[src/rtl/td_pkg.sv]
// Shared types for the temporal-to-binary decoder: FSM states, the decoded
// result record and the epoch-length helper.
package td_pkg;

   // Result width; the decoder's BITS parameter defaults to this value.
   localparam int TD_BITS = 3;

   typedef enum logic {
      IDLE,
      RUN
   } state_t;

   typedef struct packed {
      logic [TD_BITS-1:0] value;
      logic               miss;
   } result_t;

   function automatic int period(input int bits);
      return (1 << bits) + 1;
   endfunction

endpackage

[src/rtl/td_decode_if.sv]
// Temporal input pair plus the single-entry valid/ready result channel.
interface td_decode_if #(
   parameter int BITS = 3
);
   logic            tin;
   logic            tsig;
   logic            o_ready;
   logic            o_valid;
   logic [BITS-1:0] o_value;
   logic            o_miss;
   logic            o_overrun;

   modport master (
      output tin, tsig, o_ready,
      input  o_valid, o_value, o_miss, o_overrun
   );

   modport slave (
      input  tin, tsig, o_ready,
      output o_valid, o_value, o_miss, o_overrun
   );
endinterface

[src/rtl/td_edge_sync.sv]
// Registers tin and tsig through matched stages and derives the epoch
// boundary pulse and the fired condition from the registered copies.
module td_edge_sync (
   input  logic clk,
   input  logic rst_n,
   input  logic tin_i,
   input  logic tsig_i,
   output logic boundary_o,
   output logic fired_o
);

   logic tin_q;
   logic tsig_q;
   logic tinPrev_q;

   always_ff @(posedge clk or negedge rst_n) begin
      if (!rst_n) begin
         tin_q     <= 1'b0;
         tsig_q    <= 1'b0;
         tinPrev_q <= 1'b0;
      end else begin
         tin_q     <= tin_i;
         tsig_q    <= tsig_i;
         tinPrev_q <= tin_q;
      end
   end

   // Both comparisons use the registered pair so a simultaneous toggle reads as k=0.
   assign boundary_o = tin_q ^ tinPrev_q;
   assign fired_o    = tsig_q ^ tin_q;

endmodule

[src/rtl/td_decode.sv]
// Temporal-to-binary decoder: measures tsig arrival within each tin epoch
// and presents the result on a single-entry valid/ready holding register.
module td_decode
   import td_pkg::*;
#(
   parameter int BITS = TD_BITS
) (
   input  logic        clk,
   input  logic        rst_n,
   td_decode_if.slave  bus
);

   localparam int            CW        = BITS + 1;
   localparam logic [CW-1:0] CNT_MAX   = '1;
   localparam logic [CW-1:0] HIT_LIMIT = CW'(2 ** BITS);

   logic    boundary;
   logic    fired;

   state_t  state_q, state_d;
   logic [CW-1:0] cnt_q, cnt_d;
   logic [CW-1:0] capK_q, capK_d;
   logic    hit_q, hit_d;
   logic    valid_q, valid_d;
   result_t held_q, held_d;
   logic    overrun_q, overrun_d;

   result_t epochRes;
   logic    loadNew;

   td_edge_sync u_sync (
      .clk        (clk),
      .rst_n      (rst_n),
      .tin_i      (bus.tin),
      .tsig_i     (bus.tsig),
      .boundary_o (boundary),
      .fired_o    (fired)
   );

   // The boundary cycle itself is k=0, so the register reloads with 1 rather than 0.
   always_comb begin
      cnt_d  = cnt_q;
      hit_d  = hit_q;
      capK_d = capK_q;
      if (boundary) begin
         cnt_d  = CW'(1);
         hit_d  = fired;
         capK_d = '0;
      end else begin
         if (cnt_q != CNT_MAX) begin
            cnt_d = cnt_q + 1'b1;
         end
         if (fired && !hit_q) begin
            hit_d  = 1'b1;
            capK_d = cnt_q;
         end
      end
   end

   always_comb begin
      epochRes.value = '1;
      epochRes.miss  = 1'b1;
      if (hit_q && (capK_q < HIT_LIMIT)) begin
         epochRes.value = capK_q[BITS-1:0];
         epochRes.miss  = 1'b0;
      end
   end

   // IDLE swallows the first boundary because the epoch before it was partial.
   always_comb begin
      state_d = state_q;
      loadNew = 1'b0;
      case (state_q)
         IDLE: begin
            if (boundary) begin
               state_d = RUN;
            end
         end
         RUN: begin
            loadNew = boundary;
         end
      endcase
   end

   always_comb begin
      valid_d   = valid_q;
      held_d    = held_q;
      overrun_d = 1'b0;
      if (loadNew) begin
         if (!valid_q || bus.o_ready) begin
            valid_d = 1'b1;
            held_d  = epochRes;
         end else begin
            overrun_d = 1'b1;
         end
      end else if (valid_q && bus.o_ready) begin
         valid_d = 1'b0;
      end
   end

   always_ff @(posedge clk or negedge rst_n) begin
      if (!rst_n) begin
         state_q   <= IDLE;
         cnt_q     <= '0;
         capK_q    <= '0;
         hit_q     <= 1'b0;
         valid_q   <= 1'b0;
         held_q    <= '0;
         overrun_q <= 1'b0;
      end else begin
         state_q   <= state_d;
         cnt_q     <= cnt_d;
         capK_q    <= capK_d;
         hit_q     <= hit_d;
         valid_q   <= valid_d;
         held_q    <= held_d;
         overrun_q <= overrun_d;
      end
   end

   assign bus.o_valid   = valid_q;
   assign bus.o_value   = held_q.value;
   assign bus.o_miss    = held_q.miss;
   assign bus.o_overrun = overrun_q;

endmodule
[src/flat_wrapper.sv]
// flat-port wrapper written by rule: the top's interface ports become plain ports
module td_decode_flat import td_pkg::*;
#(
   parameter int BITS = TD_BITS
)
  (clk, rst_n, bus_tin, bus_tsig, bus_o_ready, bus_o_valid, bus_o_value, bus_o_miss, bus_o_overrun);
  td_decode_if #(.BITS(BITS)) bus_i ();
  input  logic clk;
  input  logic rst_n;
  input wire logic [$bits(bus_i.tin)-1:0] bus_tin;
  input wire logic [$bits(bus_i.tsig)-1:0] bus_tsig;
  input wire logic [$bits(bus_i.o_ready)-1:0] bus_o_ready;
  output wire logic [$bits(bus_i.o_valid)-1:0] bus_o_valid;
  output wire logic [$bits(bus_i.o_value)-1:0] bus_o_value;
  output wire logic [$bits(bus_i.o_miss)-1:0] bus_o_miss;
  output wire logic [$bits(bus_i.o_overrun)-1:0] bus_o_overrun;
  assign bus_i.tin = bus_tin;
  assign bus_i.tsig = bus_tsig;
  assign bus_i.o_ready = bus_o_ready;
  assign bus_o_valid = bus_i.o_valid;
  assign bus_o_value = bus_i.o_value;
  assign bus_o_miss = bus_i.o_miss;
  assign bus_o_overrun = bus_i.o_overrun;
  td_decode #(.BITS(BITS)) u_core (.clk(clk), .rst_n(rst_n), .bus(bus_i));
endmodule
[config.mk]
export PLATFORM = sky130hd
export DESIGN_NAME = td_decode_flat
export DESIGN_NICKNAME = d
export VERILOG_FILES = /design/src/rtl/td_pkg.sv /design/src/rtl/td_decode_if.sv /design/src/rtl/td_edge_sync.sv /design/src/rtl/td_decode.sv /design/src/flat_wrapper.sv
export SDC_FILE = /design/constraint.sdc
export NUM_CORES = 1
export LEC_CHECK = 0
export BUFFER_PORTS_ARGS = -buffer_cell sky130_fd_sc_hd__buf_2
export CORE_MARGIN = 2
export CORE_UTILIZATION = 53
export DETAILED_ROUTE_END_ITERATION = 10
export GPL_TIMING_DRIVEN = 0
export PLACE_DENSITY = 0.75
export SETUP_SLACK_MARGIN = 0.4
export SLEW_MARGIN = 20
export SYNTH_ARGS = -nofsm -noshare
export SYNTH_HDL_FRONTEND = slang
export SYNTH_HIERARCHICAL = 1
export SYNTH_SLANG_ARGS = --single-unit
[constraint.sdc]
create_clock -name clk -period 1.8 [get_ports clk]
set_clock_uncertainty 0.2 [all_clocks]
set_input_delay 0.36 -clock clk [delete_from_list [all_inputs] [get_ports clk]]
set_output_delay 0.36 -clock clk [all_outputs]
set_load 0.01 [all_outputs]
==> results by group <==
Outcome
  • Status: complete, no violations

Placement
  • IO buf count: 10
  • Cell total after placement: a little over 90
  • Routability congestion estimate: slightly below 0.8

Global routing
  • GR Layer Usage met2: 0.270
  • Global Route met1 Usage: 0.176
  • GRT overflow: 0
  • Largest net degree at the start of global routing: 20
  • Global Route met3 Usage: 0.0388
  • Initial antenna violation count: 0
  • GR Util All Layers: 0.150
  • Gr busiest metal: met2
  • Vias in the first global route: 499
  • First-pass GRT wire length: 2080 um

Timing
  • RSZ-0062 raised after global routing: true
  • Worst Tran Pin Value: 0.416 ns
  • Max-slew violations: 0
  • Min Tclk post-route: 1.55 ns
  • Final Hold Vio Count: 0
  • FMAX: 645 MHz
  • Setup violators final: 0
  • Relative slew slack: 0.723
  • Setup TNS: 0 ns
  • Tcrit/Tclk final: 0.861

Setup path
  • Critical path peak fanout: 4
  • Critical Path End Type: flop
  • Worst path top cell family by delay: flip-flops
  • Worst setup SP type: flop
  • Critical path depth: 6
  • Critical path, cell by cell: buf_4 > buf_6 > xor2_4 > nor2b_4 > nand2_1 > a21oi_1
  • Crit path required time: 1.82 ns
  • R2R depth: 6
  • Slowest stage delay, CP: 0.40 ns
  • Worst path bufs/invs: 2
  • Critical path class: reg -> reg
  • CP max-delay cell: dfrtp_1
  • Critical Path AT: 1.57 ns

Routing
  • Iteration-0 DRC Markers: 17
  • Via count: about 570
  • DRT Pass-1 Iters: 4
  • Remaining DRCs: 0
  • Antenna viol nets, final: 0
  • Drt via density: 5.07
  • Final wirelength: approximately 1400 um
  • WL per Instance: 12.7 um

Job
  • Max-Cap Viols: 0

Cells and area
  • Layout Nets: between 100 and 150
  • Area Growth Syn to Fin: 35.3%
  • Fin cells: 112
  • Layout fillers: 86
  • Antenna Cells: 0
  • Layout cells sized above 1: 0.412

Pwr
  • Worst vdd ir: 0.538 mV
  • Pwr Density: about 980 mW/mm^2
  • Pleak: 0.531 nW

CTS
  • CTS tree: yes
  • Sink Count: 19
  • Worst-path clk slew: 0.10 ns
  • Root Buffer Master: clkbuf_4
  • Total CTS buffers: 3
  • H-tree depth: 1
  • Clk_lat worst skew: 0.29 ns
  • Max Buffers Root-to-Sink: 2

Die
  • Die Y: 42.6 um
  • Initial core utilization: 0.586
  • Core Box Area: 0.00135 sq mm
  • Chip width: 42.6 um
  • Die area: 0.00182 sq mm
  • Io pins: 11
  • # rows: 13

Synth
  • Number of distinct library cells after synthesis: 22
  • Syn avg cell area: 11.8 sq um
  • Syn Inst Count: 67
  • Cell area after synthesis: 791 sq um
  • Yosys Warn Count: 6
  • Sequential area share after synthesis: 0.601
  • Syn nets: 73
  • Synthesized flop and latch total: 19

Worst hold path
  • Hold depth: 3
  • Hold Path Class: in -> reg
stage by stage:
stage	util	instance area (sq um)	setup WS [ns]	power, W	hold WS [ns]
detailed placement	0.637	860	0.173	0.000745	0.114
finish	0.792	1070	0.250	0.00104	0.146
floorplan	-	791	0.244	0.000680	-0.136
CTS	0.706	953	0.239	0.000972	0.142
global route	0.792	1070	0.183	0.00110	0.190
global placement	0.637	860	0.193	0.000739	0.110
registers in the layout, indices dropped and copies added (netlist names):
| register | flops |
|---|---|
| u_core/bus.o_miss | 1 |
| u_core/u_sync/tinPrev_q | 1 |
| u_core/u_sync/tin_q | 1 |
| u_core/hit_q | 1 |
| u_core/cnt_q | 4 |
| u_core/bus.o_overrun | 1 |
| u_core/capK_q | 4 |
| u_core/bus.o_valid | 1 |
| u_core/state_q | 1 |
| u_core/u_sync/tsig_q | 1 |
| u_core/bus.o_value | 3 |
worst reg2reg max path, delay by kind of cell (launching register included):
family	cells	cell delay, ns
compound gates	1	0.13
simple gates	2	0.31
buf+inv	2	0.26
xor+xnor	1	0.19
flops	1	0.40
cells in the final DEF (no fill, tap or decap), drive strengths merged:
master / instances
ha: 1
a211oi: 1
mux2: 3
a21o: 1
nand2b: 5
a21oi: 4
buf: 24
mux2i: 2
clkbuf: 4
dlygate4sd3: 3
nor3: 1
xnor2: 1
inv: 2
xor2: 2
nor2: 5
nand3: 2
and2b: 1
dfrtp: 19
a31oi: 1
nand2: 12
or2: 1
nor2b: 2
path summary, 6_finish.rpt:
path,end,start,slack (ns)
max,u_core/capK_q[3],u_core/u_sync/tin_q,0.25
min,u_core/bus.o_overrun,bus_o_ready,0.15
max reg2reg,u_core/capK_q[3],u_core/u_sync/tin_q,0.25
min reg2reg,u_core/bus.o_value[1],u_core/bus.o_value[1],0.32
max in group asynchronous,u_core/cnt_q[0],rst_n,0.77
min in group asynchronous,u_core/bus.o_value[0],rst_n,0.32
routing by layer:
| metal | vias up | wire length (um) |
|---|---|---|
| li1 | 277 | - |
| met1 | 271 | 633 |
| met2 | 20 | 720 |
| met3 | 0 | 71 |
| met4 | 0 | 0 |
| met5 | - | 0 |
cells by family after synthesis:
logic type / share of synthesized area
buffers and inverters: 0.0237
adders and majority gates: 0.0158
DFF: 0.601
and+or+nand+nor: 0.191
AOI/OAI and AO/OA: 0.0522
muxes: 0.0823
xor gates and xnor gates: 0.0332
power breakdown:
group          leakage [nW]  switching [W]  total, W  internal [W]
Clock                0.0150       0.000125  0.000211     0.0000861
Combinational         0.283       0.000125  0.000300      0.000174
Sequential            0.233      0.0000452  0.000533      0.000487
cell usage after synthesis (all sizes together):
master / n / area, sq um
xor2: 2 / 17.5
dfrtp: 19 / 475
mux2i: 2 / 20.0
inv: 2 / 7.51
nor2: 5 / 18.8
or2: 1 / 6.26
nand3: 2 / 10.0
a211oi: 1 / 7.51
mux2: 3 / 45.0
nand2: 12 / 52.6
ha: 1 / 12.5
a21oi: 4 / 20.0
a31oi: 1 / 6.26
nor3: 1 / 5.00
buf: 1 / 11.3
nand2b: 5 / 31.3
a21o: 1 / 7.51
xnor2: 1 / 8.76
nor2b: 2 / 20.0
and2b: 1 / 7.51
repair_timing:
action	in CTS	in global routing
endpoints found under the setup margin	8	16
buffers inserted	3	10
hold buffers	3	0
resized for setup	3	9
hold endpoints to repair	21	0
pin swaps	2	2
final cells by class:
cell class | instances | area, sq um | share of cell area
inverter | 2 | 7.51 | 0.00702
timing repair buffer | 26 | 189 | 0.177
clock buffer | 4 | 26.3 | 0.0246
tap | 15 | 18.8 | 0.0175
buffer | 1 | 11.3 | 0.0105
multi-input combinational | 45 | 340 | 0.318
sequential | 19 | 477 | 0.446
Note: power is estimated with default switching activity, not from simulation.
